$ cat src/rtl/rf_pkg.sv
// Register-file shared definitions: geometry, writeback entry layout and
// scoreboard counter type used by the writeback unit and its FIFO.
package rf_pkg;

  localparam int unsigned REG_DW   = 16;
  localparam int unsigned REG_AW   = 3;
  localparam int unsigned NUM_REGS = 8;

  typedef struct packed {
    logic [REG_AW-1:0] addr;
    logic [REG_DW-1:0] data;
  } wb_entry_t;

  typedef logic [1:0] sb_cnt_t;

  localparam sb_cnt_t SB_MAX = 2'd3;

  typedef enum logic {
    SRC_ALU = 1'b0,
    SRC_MEM = 1'b1
  } wb_src_e;

endpackage

$ cat src/rtl/wb_unit_if.sv
// Writeback unit bus: ALU/load result handshakes, issue scoreboard port and
// register-file write port. master = result/issue source, slave = writeback unit.
interface wb_unit_if #(
  parameter int unsigned DW = 16,
  parameter int unsigned AW = 3
);
  logic              alu_valid;
  logic              alu_ready;
  logic [AW-1:0]     alu_addr;
  logic [DW-1:0]     alu_data;
  logic              mem_valid;
  logic              mem_ready;
  logic [AW-1:0]     mem_addr;
  logic [DW-1:0]     mem_data;
  logic              hold;
  logic              issue_valid;
  logic [AW-1:0]     issue_addr;
  logic              issue_ready;
  logic              wen;
  logic [AW-1:0]     waddr;
  logic [DW-1:0]     win;
  logic [2**AW-1:0]  pending;

  modport master (
    output alu_valid, alu_addr, alu_data, mem_valid, mem_addr, mem_data,
           hold, issue_valid, issue_addr,
    input  alu_ready, mem_ready, issue_ready, wen, waddr, win, pending
  );

  modport slave (
    input  alu_valid, alu_addr, alu_data, mem_valid, mem_addr, mem_data,
           hold, issue_valid, issue_addr,
    output alu_ready, mem_ready, issue_ready, wen, waddr, win, pending
  );

endinterface

$ cat src/rtl/wb_unit_fifo.sv
// wb_fifo: synchronous in-order FIFO with count-derived full/empty.
// Callers must not push when full nor pop when empty.
module wb_fifo #(
  parameter int unsigned DEPTH = 4,
  parameter int unsigned W     = 19
) (
  input  logic                   clock,
  input  logic                   reset,
  input  logic                   push,
  input  logic                   pop,
  input  logic [W-1:0]           din,
  output logic [W-1:0]           head,
  output logic                   full,
  output logic                   empty,
  output logic [$clog2(DEPTH):0] count
);
  localparam int unsigned PW = $clog2(DEPTH);
  localparam int unsigned CW = PW + 1;

  logic [W-1:0]  mem_q [DEPTH];
  logic [W-1:0]  mem_d [DEPTH];
  logic [PW-1:0] wr_ptr_q, wr_ptr_d;
  logic [PW-1:0] rd_ptr_q, rd_ptr_d;
  logic [CW-1:0] count_q, count_d;

  always_comb begin
    mem_d    = mem_q;
    wr_ptr_d = wr_ptr_q;
    rd_ptr_d = rd_ptr_q;
    if (push) begin
      mem_d[wr_ptr_q] = din;
      wr_ptr_d        = wr_ptr_q + PW'(1);
    end
    if (pop) begin
      rd_ptr_d = rd_ptr_q + PW'(1);
    end
    count_d = count_q + CW'(push) - CW'(pop);
  end

  always_ff @(posedge clock) begin
    if (reset) begin
      wr_ptr_q <= '0;
      rd_ptr_q <= '0;
      count_q  <= '0;
    end else begin
      wr_ptr_q <= wr_ptr_d;
      rd_ptr_q <= rd_ptr_d;
      count_q  <= count_d;
    end
    mem_q <= mem_d;
  end

  assign head  = mem_q[rd_ptr_q];
  assign full  = (count_q == CW'(DEPTH));
  assign empty = (count_q == '0);
  assign count = count_q;

endmodule

$ cat src/rtl/wb_unit.sv
// wb_unit: arbitrates ALU/load results into an in-order FIFO, retires one per
// cycle onto the register-file write port, and tracks pending writes per register.
// Optional macro WB_BYPASS_EN: results skip the empty FIFO for 1-cycle latency.
module wb_unit
  import rf_pkg::*;
#(
  parameter int unsigned DEPTH = 4,
  parameter int unsigned DW    = REG_DW,
  parameter int unsigned AW    = REG_AW
) (
  input  logic       clock,
  input  logic       reset,
  wb_unit_if.slave   bus
);
  localparam int unsigned NR = 2**AW;
  localparam int unsigned CW = $clog2(DEPTH) + 1;

  typedef struct packed {
    logic [AW-1:0] addr;
    logic [DW-1:0] data;
  } entry_t;

  entry_t        push_entry, head;
  wb_src_e       src;
  logic          full, empty, push_valid, fifo_push, pop, bypass;
  logic [CW-1:0] count;

  logic          wen_q, wen_d;
  logic [AW-1:0] waddr_q, waddr_d;
  logic [DW-1:0] win_q, win_d;

  sb_cnt_t       cnt_q [NR];
  sb_cnt_t       cnt_d [NR];
  logic [NR-1:0] inc_v, dec_v;
  logic          issue_ok, underflow;

  wb_fifo #(
    .DEPTH (DEPTH),
    .W     (AW + DW)
  ) u_fifo (
    .clock (clock),
    .reset (reset),
    .push  (fifo_push),
    .pop   (pop),
    .din   (push_entry),
    .head  (head),
    .full  (full),
    .empty (empty),
    .count (count)
  );

  // Load results win arbitration; readiness uses the current count only.
  always_comb begin
    bus.mem_ready = !full;
    bus.alu_ready = !full && !bus.mem_valid;
    src           = bus.mem_valid ? SRC_MEM : SRC_ALU;
    push_entry    = (src == SRC_MEM) ? entry_t'({bus.mem_addr, bus.mem_data})
                                     : entry_t'({bus.alu_addr, bus.alu_data});
    push_valid    = (bus.mem_valid && !full) || (bus.alu_valid && !full && !bus.mem_valid);
    pop           = !bus.hold && !empty;
`ifdef WB_BYPASS_EN
    bypass        = empty && !bus.hold && push_valid;
`else
    bypass        = 1'b0;
`endif
    fifo_push     = push_valid && !bypass;

    wen_d   = 1'b0;
    waddr_d = waddr_q;
    win_d   = win_q;
    if (pop) begin
      wen_d   = (head.addr != '0);
      waddr_d = head.addr;
      win_d   = head.data;
    end else if (bypass) begin
      wen_d   = (push_entry.addr != '0);
      waddr_d = push_entry.addr;
      win_d   = push_entry.data;
    end
  end

  // Decrement tracks the edge the register file commits, i.e. registered wen.
  always_comb begin
    issue_ok  = (cnt_q[bus.issue_addr] != SB_MAX);
    underflow = 1'b0;
    inc_v     = '0;
    dec_v     = '0;
    for (int unsigned i = 0; i < NR; i++) begin
      inc_v[i] = bus.issue_valid && issue_ok && (bus.issue_addr == AW'(i)) && (i != 0);
      dec_v[i] = wen_q && (waddr_q == AW'(i));
      cnt_d[i] = cnt_q[i];
      if (inc_v[i] && !dec_v[i]) begin
        cnt_d[i] = cnt_q[i] + 2'd1;
      end else if (dec_v[i] && !inc_v[i]) begin
        if (cnt_q[i] != '0) cnt_d[i] = cnt_q[i] - 2'd1;
        else                underflow = 1'b1;
      end
    end
  end

  always_comb begin
    bus.pending = '0;
    for (int unsigned i = 0; i < NR; i++) begin
      bus.pending[i] = (cnt_q[i] != '0);
    end
    bus.issue_ready = issue_ok;
    bus.wen         = wen_q;
    bus.waddr       = waddr_q;
    bus.win         = win_q;
  end

  always_ff @(posedge clock) begin
    if (reset) begin
      wen_q   <= 1'b0;
      waddr_q <= '0;
      win_q   <= '0;
      cnt_q   <= '{default: '0};
    end else begin
      wen_q   <= wen_d;
      waddr_q <= waddr_d;
      win_q   <= win_d;
      cnt_q   <= cnt_d;
    end
  end

  a_no_unmatched_write: assert property (@(posedge clock) disable iff (reset) !underflow)
    else $error("wb_unit: write to register with no pending issue");
  a_count_bound: assert property (@(posedge clock) disable iff (reset) count <= CW'(DEPTH))
    else $error("wb_unit: FIFO count out of range");

endmodule

$ cat src/flat_wrapper.sv
// flat-port wrapper written by rule: the top's interface ports become plain ports
module wb_unit_flat import rf_pkg::*;
#(
  parameter int unsigned DEPTH = 4,
  parameter int unsigned DW    = REG_DW,
  parameter int unsigned AW    = REG_AW
)
  (clock, reset, bus_alu_valid, bus_alu_addr, bus_alu_data, bus_mem_valid, bus_mem_addr, bus_mem_data, bus_hold, bus_issue_valid, bus_issue_addr, bus_alu_ready, bus_mem_ready, bus_issue_ready, bus_wen, bus_waddr, bus_win, bus_pending);
  wb_unit_if #(.DW(DW), .AW(AW)) bus_i ();
  input  logic clock;
  input  logic reset;
  input wire logic [$bits(bus_i.alu_valid)-1:0] bus_alu_valid;
  input wire logic [$bits(bus_i.alu_addr)-1:0] bus_alu_addr;
  input wire logic [$bits(bus_i.alu_data)-1:0] bus_alu_data;
  input wire logic [$bits(bus_i.mem_valid)-1:0] bus_mem_valid;
  input wire logic [$bits(bus_i.mem_addr)-1:0] bus_mem_addr;
  input wire logic [$bits(bus_i.mem_data)-1:0] bus_mem_data;
  input wire logic [$bits(bus_i.hold)-1:0] bus_hold;
  input wire logic [$bits(bus_i.issue_valid)-1:0] bus_issue_valid;
  input wire logic [$bits(bus_i.issue_addr)-1:0] bus_issue_addr;
  output wire logic [$bits(bus_i.alu_ready)-1:0] bus_alu_ready;
  output wire logic [$bits(bus_i.mem_ready)-1:0] bus_mem_ready;
  output wire logic [$bits(bus_i.issue_ready)-1:0] bus_issue_ready;
  output wire logic [$bits(bus_i.wen)-1:0] bus_wen;
  output wire logic [$bits(bus_i.waddr)-1:0] bus_waddr;
  output wire logic [$bits(bus_i.win)-1:0] bus_win;
  output wire logic [$bits(bus_i.pending)-1:0] bus_pending;
  assign bus_i.alu_valid = bus_alu_valid;
  assign bus_i.alu_addr = bus_alu_addr;
  assign bus_i.alu_data = bus_alu_data;
  assign bus_i.mem_valid = bus_mem_valid;
  assign bus_i.mem_addr = bus_mem_addr;
  assign bus_i.mem_data = bus_mem_data;
  assign bus_i.hold = bus_hold;
  assign bus_i.issue_valid = bus_issue_valid;
  assign bus_i.issue_addr = bus_issue_addr;
  assign bus_alu_ready = bus_i.alu_ready;
  assign bus_mem_ready = bus_i.mem_ready;
  assign bus_issue_ready = bus_i.issue_ready;
  assign bus_wen = bus_i.wen;
  assign bus_waddr = bus_i.waddr;
  assign bus_win = bus_i.win;
  assign bus_pending = bus_i.pending;
  wb_unit #(.DEPTH(DEPTH), .DW(DW), .AW(AW)) u_core (.clock(clock), .reset(reset), .bus(bus_i));
endmodule
$ cat config.mk
export PLATFORM = sky130hd
export DESIGN_NAME = wb_unit_flat
export DESIGN_NICKNAME = d
export VERILOG_FILES = /design/src/rtl/rf_pkg.sv /design/src/rtl/wb_unit_if.sv /design/src/rtl/wb_unit_fifo.sv /design/src/rtl/wb_unit.sv /design/src/flat_wrapper.sv
export SDC_FILE = /design/constraint.sdc
export NUM_CORES = 1
export LEC_CHECK = 0
export CORE_MARGIN = 2
export CORE_UTILIZATION = 25
export CTS_CLUSTER_DIAMETER = 30
export DETAILED_ROUTE_END_ITERATION = 7
export GPL_TIMING_DRIVEN = 0
export REMOVE_ABC_BUFFERS = 1
export SYNTH_ARGS = -nofsm -noshare
export SYNTH_HDL_FRONTEND = slang
export SYNTH_SLANG_ARGS = --single-unit
export TNS_END_PERCENT = 20
$ cat constraint.sdc
create_clock -name clock -period 2 [get_ports clock]
set_clock_uncertainty 0.2 [all_clocks]
set_input_delay 0.2 -clock clock [delete_from_list [all_inputs] [get_ports clock]]
set_output_delay 0.2 -clock clock [all_outputs]
set_load 0.01 [all_outputs]
After elaboration in Yosys (flattened, before gate mapping)
Index checks and enable logic that the tools add are counted.
- equal/unequal tests: 16
- reduce and logical (&&, ||, !) cells: 89
- add/subtract/negate cells: 19
- $lt $le $gt $ge: 4
- bitwise gates (word level): 4
- multiplexer cells: 32
- operators with widths (operator ; count):
    $bwmux 76 ; 1
    $mux 19 ; 4
    $mux 2 ; 23
    $reduce_bool 2->1 ; 22
    $bmux 19 s2 ; 1
    $demux 19 s2 ; 1
    $logic_and 1x1->1 ; 36
    $eq 3x3->1 const B ; 9
    $add 2x1->2 const B ; 9
    $logic_not 1->1 ; 18
    $reduce_and 2->1 ; 8
    $sub 2x1->2 const B ; 8
    $eq 3x2->1 const B ; 4
    $bmux 2 s3 ; 1
    $eq 3x1->1 const B ; 2
    $ge 3x3->1 const B ; 2
    $logic_not 3->1 ; 2
    $not 2->3 ; 2
    $ge 4x4->1 const B ; 1
    $not 3->4 ; 1
    $add 3x1->3 ; 1
    $lt 3x1->1 const B ; 1
    $reduce_bool 3->1 ; 1
    $sub 3x1->3 ; 1
    other kinds (5) ; 5
- register bits after elaboration: 119
- input port bits: 47
- logic and storage cells: 182
- output and inout bits: 31

Depth between registers and ports, before layout
- depth after elaboration: 11
- gate-level depth with buffers: 7
- depth with buffers taken out: 7

Modules after synthesis
Synthesis repeated with hierarchy kept, for this count alone.
- cells, all modules: 398
- area, all modules: 5171.2 um^2
- modules (own cells, without submodules) (module ; sequential area each (um^2) ; instances ; area each (um^2) ; cells an instance):
    wb_fifo ; 2422.3 ; 1 ; 3138.0 ; 137
    wb_unit ; 720.7 ; 1 ; 2033.2 ; 261

Worst setup path before layout
OpenSTA, ideal clock, no wires.
- path type: register -> register
- from: reg u_core.u_fifo.count_q[2], in the netlist u_core.u_fifo.count[2]
- to: reg u_core.u_fifo.count_q[2], in the netlist u_core.u_fifo.count[2]
- setup time: 0.128 ns
- data required time: 1.672 ns
- cell stages (with the launch flop): 7
- arrival time: 1.747 ns
- period minus slack after synthesis: 2.075 ns
- buffers on the path: 0
- path slack: -0.075 ns
- cell sequence: dfxtp_1 > nor3b_1 > nor2_1 > or2_2 > fa_1 > xnor2_1 > nor2_1
- longest elaborated chain between the ends: 7
- elaborated cells between the ends (all ways): 11
- classes of those cells: add/sub (2); eq/ne (1); reduce/logical (8)
- ends and longest elaborated chain (item ; line ; source):
    start, declared ; wb_unit_fifo.sv:24 ; logic [CW-1:0] count_q, count_d;
    start signal, assigned ; wb_unit_fifo.sv:48 ; count_q <= count_d;
    $eq 3x3->1 ; wb_unit_fifo.sv:54 ; assign full = (count_q == CW'(DEPTH));
    $logic_not 1->1 ; wb_unit.sv:59 ; push_valid = (bus.mem_valid && !full) || (bus.alu_valid && !full && !bus.mem_valid);
    $logic_and 1x1->1 (2 in a row) ; wb_unit.sv:59 ;
    $logic_or 1x1->1 ; wb_unit.sv:59 ;
    $add 3x1->3 ; wb_unit_fifo.sv:37 ; count_d = count_q + CW'(push) - CW'(pop);
    $sub 3x1->3 * ; wb_unit_fifo.sv:37 ;
Every way passes the cells marked *; elsewhere a longest branch is shown, timed or not.
A chain may end at the register's enable or synchronous reset.

Worst setup path in the final report
- from: reg u_core.cnt_q[3] (netlist bit)
- to: out bus_issue_ready
- longest elaborated chain between the ends: 4
- ends and longest elaborated chain (item ; line ; source):
    start, declared ; wb_unit.sv:32 ; sb_cnt_t cnt_q [NR];
    start signal, assigned ; wb_unit.sv:122 ; cnt_q <= cnt_d;
    $bmux 2 s3 ; wb_unit.sv:84 ; issue_ok = (cnt_q[bus.issue_addr] != SB_MAX);
    $mux 2 (not written as such) (2 in a row) ; wb_unit.sv:84 ;
    $ne 2x2->1 ; wb_unit.sv:84 ;
    end, declared ; flat_wrapper.sv:23 ; output wire logic [$bits(bus_i.issue_ready)-1:0] bus_issue_ready;
No other way between the ends. The select of a mux whose other input is x is not followed.

==> metrics.txt <==
run status=finished, violations left; failing checks=setup timing; Vias=3737; HPWL after DPL=7640 um; Max IR drop VDD=0.000528 V; nets=572; most common cell after layout, fill and taps aside=edfxtp_1; GR Util met1=13.8%; CTS tree=yes; Worst Setup End Kind=output port; ys flop type=edfxtp_1; EDFF count, synth=76; Post-synth ARST share=0%; Slew Viols, Final=0; gr ovfl total=0; #FFs+latches synth=119; vias in the first global route=3854; Worst R2R Path Depth=6; max_cap viols=0; Final TNS setup=-131 ps; unique cell type count in the Yosys netlist=34; P per Cell Area=1130 mW/mm2; Least-Margin Pin Slew=943 ps; setup violators final=3; Seq/Total Area, Yosys=59.7%; Final period util=103%; syn avg cell area=12.7 um2; clk sinks=119; Die W=149 um; RSZ-0062 raised after global routing=yes; largest net degree at the start of global routing=44; Leakage=0.00244 uW; Pre-antenna DRT Iters=4; CP peak stage delay=450 ps; fin area=0.00710 mm2; Critical Path RT=1600 ps; chip height=149 um; Min-Delay Path Class=input pin to flip-flop; I/O pin count=78; Worst R2R End=u_core.u_fifo.count[1]; YS warnings=0; Area after DPL=0.00631 mm2; Worst-path clk slew=50 ps; met3 Use GR=3.39%; first-pass GRT wire length=20100 um; Critical Path AT=1670 ps; HP Start=reset; slew margin rel.=37.1%; Tmin final=2070 ps; CTS max path bufs=2; GR peak layer=met2; routing usage on met2=21.6%; Worst path slowest cell=mux4_2; port buffer count=77; antenna fix cells=0; Fmax achieved=0.484 GHz; layout cell share with drive strength beyond 1=29.0%; initial antenna violation count=0; std cell rows=53; total wire length=12800 um; detailed-route DRC error count=0; Post-Syn Instances=414; violation count after the first detailed-route iteration=181; CTS root buffer=clkbuf_16; setup slack, reg-to-reg=-60 ps; r2r startpoint=u_core.u_fifo.count[1]; Hold Vio Cnt, Final=0; GP Congestion=0.759; CTS buffer count=17; core area=0.0208 mm2; Area Overhead vs Synth=34.8%; H-tree levels=4; final worst slack=-68.1 ps; cts hold-fix bufs=0; DR vias/cell=4.68; kind of critical path=flip-flop to output port; CP cell instances=nand2_2 -> mux4_2 -> mux2_4 -> buf_6; Clock Latency Late Sink=400 ps; Initial Utilization=25.3%; Min-Delay Path Depth=2; Max Fanout on Critical Path=7; Post-Syn Area=0.00527 mm2; Hold EP=u_core.u_fifo.count[2]; routed len/inst=16.0 um; remaining antenna violation count=0; delay-heaviest family, CP=multiplexers; die area=0.0222 mm2; GRT Overall Usage=12.0%; critical path startpoint category=flip-flop; crit path buf inv count=1; commonest non-fill, non-tap cells in the layout=76 x edfxtp_1, 63 x clkdlybuf4s50_1, 44 x o21ai_0, 39 x a21oi_1, 29 x nand3_1
==> repair_timing <==
action / 4_1_cts / 5_1_grt
endpoints found under the hold margin: 0 / 0
gates cloned: 2 / 0
buffers inserted: 16 / 2
pin swaps: 7 / 1
endpoints found under the setup margin: 108 / 10
gates resized for setup: 69 / 10
==> worst max path at each step <==
stage / start / cells after the start / to
floorplan: u_core.u_fifo.count[2] / 7 / u_core.u_fifo.count[2]
global placement: bus_hold / 8 / u_core.u_fifo.count[2]
detailed placement: bus_hold / 8 / u_core.u_fifo.count[2]
CTS: u_core.cnt_q[6] / 4 / bus_issue_ready
global route: u_core.cnt_q[2] / 4 / bus_issue_ready
finish: u_core.cnt_q[3] / 4 / bus_issue_ready
==> cells by family after synthesis <==
logic type / count (synthesis) / synth area share (%)
buffers and inverters: 33 / 2.59
flip-flops: 119 / 59.7
XOR/XNOR: 3 / 0.499
adder cells (fa/ha/maj): 14 / 3.47
multiplexers: 41 / 13.4
AO/OA/AOI/OAI: 87 / 8.51
AND/OR/NAND/NOR: 117 / 11.8
==> worst register-to-register path: cells and delay by family (launching register included) <==
family / cells / cell delay, ps
DFF: 1 / 360
and+or+nand+nor: 3 / 630
xor gates and xnor gates: 1 / 110
adders and majority gates: 2 / 610
==> per-stage QoR <==
| step | instances | util [%] | hold WS [ps] | worst slack (ps) | total power, uW |
|---|---|---|---|---|---|
| CTS | 797 | 33.9 | 222 | -110 | 8120 |
| detailed placement | 747 | 30.3 | 278 | -1580 | 5230 |
| finish | 799 | 34.1 | 253 | -68.1 | 8050 |
| global placement | 746 | 30.2 | 265 | -1630 | 5090 |
| floorplan | 394 | - | 69.1 | -274 | 4370 |
| global route | 799 | 34.1 | 259 | -138 | 8470 |
==> registers in the layout, summed over array words and instances (netlist names) <==
| signal | flops |
|---|---|
| u_core.bus.win | 16 |
| u_core.u_fifo.wr_ptr_q | 2 |
| u_core.u_fifo.count | 3 |
| u_core.u_fifo.mem_q | 76 |
| u_core.bus.wen | 1 |
| u_core.bus.waddr | 3 |
| u_core.u_fifo.rd_ptr_q | 2 |
| u_core.cnt_q | 16 |
==> power by group <==
part           switching (uW)  internal, uW
clock                    1100          1610
sequential                330          3130
combinational             934           945
==> synth_stat cells, types with 2 or more instances <==
cell type / n / area [um2]
nor3b_1: 8 / 60.1
and3_1: 4 / 25.0
mux4_2: 19 / 428
and4_2: 3 / 30.0
nand3_1: 29 / 145
a21oi_1: 39 / 195
or2_2: 9 / 56.3
nand2_1: 21 / 78.8
ha_1: 13 / 163
inv_1: 12 / 45.0
mux2_2: 20 / 225
buf_1: 5 / 18.8
clkbuf_1: 12 / 45.0
nor3_1: 4 / 20.0
nor2_1: 15 / 56.3
edfxtp_1: 76 / 2280
nor2b_1: 19 / 119
o21ai_0: 44 / 220
xnor2_1: 3 / 26.3
dfxtp_1: 43 / 861
nor4_1: 2 / 12.5
mux4_1: 2 / 52.6
==> cell type report <==
class                           count  area, um2
Fill cell                        2081      13700
Clock buffer                       18        439
Multi-Input combinational cell    263       2060
Timing Repair inverter              1       5.00
Sequential cell                   119       3190
Timing Repair Buffer               96        901
Tap cell                          275        344
Clock inverter                     14       98.8
Inverter                           13       52.6
==> metal layers <==
layer	part of all wire (%)	vias up	wire, um
met1	41	1855	5270
met3	4.9	15	622
li1	-	1749	-
met5	0	-	0
met2	52	118	6710
met4	1.7	0	214
No activity file was read; power rests on OpenSTA's default activity.
==> variant (same flow settings) <==
The package constant `REG_AW` goes from 3 to 4.
--- a/src/rtl/rf_pkg.sv
+++ b/src/rtl/rf_pkg.sv
@@ -4,5 +4,5 @@
 
   localparam int unsigned REG_DW   = 16;
-  localparam int unsigned REG_AW   = 3;
+  localparam int unsigned REG_AW   = 4;
   localparam int unsigned NUM_REGS = 8;
 
Interface: changed (5 resized); port bits go from 78 to 90. No check against the original RTL was run, so the function may have changed too.
==> variant against the original RTL <==
The run still ends with negative setup slack left. Synthesized area up 24%. Critical path depth rose by 6. Synthesized cell count grew 38%. Critical path type is now flip-flop to flip-flop. Sequential cell count grew 21. Worst setup slack got worse by 0.25 ns. Final area increased by 30%. Clock power up 23%. Wire length is 22% higher. Power rose by 18%. Combinational power is 13% higher.
==> variant: results <==
group,metric,value,unit
sta,setup_violations,19,
place,port_buffers,89,
setup_path,critPathSlowestCell,"fa_2",
routing,wl,15.64,mm
yosys,synthTopCellsByArea,"edfxtp_1 (37%), dfxtp_1 (18%), nand2_1 (4.9%), mux2_2 (4.8%), mux4_2 (4.8%)",
routing,routed-wl-met3,849,µm
pwr,ir_worst_vdd,0.5616,mV
min_path,hold_path_class,"flip-flop to flip-flop",
min_path,worstHoldStart,"u_core.bus.win[1]$_SDFFE_PP0P_",
outcome,status,"finished with violations",
place,gp_congestion,0.7603,
routing,drt-vias-per-instance,4.541,
routing,wl_met2,7.624,mm
yosys,ys_top_cells_by_count,"nand2_1 (85), edfxtp_1 (80), dfxtp_1 (60)",
global_route,gr-usage-met2,17.73,%
setup_path,cp.arrival,2.42,ns
global_route,use_met1,13.79,%
setup_path,startpoint,"u_core.u_fifo.count[1]$_SDFF_PP0_",
routing,drt-pass1-iter-count,5,
yosys,muxShareOfSynthArea,12.87,%
setup_path,r2r_end,"u_core.u_fifo.count[2]$_SDFF_PP0_",
global_route,met3_usage,3.274,%
yosys,synth_edf_count,80,
pwr,pg_clk,3.32,mW
sta,setup_ws,-0.3159,ns
sta,max_slew.worst_pin.slew,0.5968,ns
place,post-dp-hpwl,9.517,mm
layout,final_net_count,779,
routing,first_iter_violations,228,
layout,largest_reg_flops,80,
setup_path,crit_path_max_fanout,4,
yosys,synth_fa_ha_area_share,4.521,%
place,place_ws,-1.714,ns
layout,drive_gt1_share,33.10,%
yosys,yosysSeqAreaShare,55.17,%
setup_path,rr_worst_depth,10,
clock_tree,post-cts-setup-buffer-count,6,
clock_tree,ctsHoldBuffers,1,
yosys,yosysUniqueCellTypes,38,
outcome,violations,"negative setup slack",
clock_tree,worstSkewPairLatency,0.42,ns
yosys,synth-compound-area-share,8.103,%
pwr,p_sw,2.811,mW
layout,fill_cells,2530,
global_route,grt_usage,10.80,%
global_route,grt_pass1_wl,23.39,mm
==> variant: changes by cell type after synthesis, moves of 6 or more <==
| cell | delta |
|---|---|
| ha_1 | +9 |
| or2_2 | +6 |
| nor2b_1 | +9 |
| a21oi_1 | +12 |
| nor2_1 | +32 |
| mux4_1 | +6 |
| nand2_1 | +64 |
| mux2_2 | +8 |
| nand3_1 | -19 |
| dfxtp_1 | +17 |
==> variant: worst min-delay path by stage <==
stage	to	slack, ns
after floorplan	u_core.bus.waddr[0]$_SDFFE_PP0P_	0.07
after global placement	u_core.bus.win[10]$_SDFFE_PP0P_	0.24
after detailed placement	u_core.bus.win[1]$_SDFFE_PP0P_	0.25
after CTS	u_core.bus.win[1]$_SDFFE_PP0P_	0.26
after global routing	u_core.bus.win[1]$_SDFFE_PP0P_	0.27
final	u_core.bus.win[1]$_SDFFE_PP0P_	0.25
==> variant: metrics by stage <==
| step | util (%) | hold WS (ns) | instance area, µm² | cells | setup TNS (ns) |
|---|---|---|---|---|---|
| 2_1_floorplan | - | 0.06907 | 6434 | 551 | -6.965 |
| 3_3_place_gp | 29.97 | 0.2434 | 7744 | 975 | -236.96 |
| 3_5_place_dp | 30.14 | 0.2484 | 7787 | 977 | -193.86 |
| 4_1_cts | 33.26 | 0.2571 | 8594 | 1017 | -3.032 |
| 5_1_grt | 35.85 | 0.2735 | 9264 | 1054 | -4.559 |
| 6_report | 35.85 | 0.2534 | 9264 | 1054 | -2.577 |
==> variant: cell type report <==
type                       count  share of cell area, %
timing repair buffer         135                  14.09
timing repair inverter         1                0.08104
tap                          335                  4.525
multi-input combinational    400                  33.97
inverter                      11                 0.4862
sequential                   140                  40.11
clock inverter                15                  2.147
clock buffer                  17                  4.592
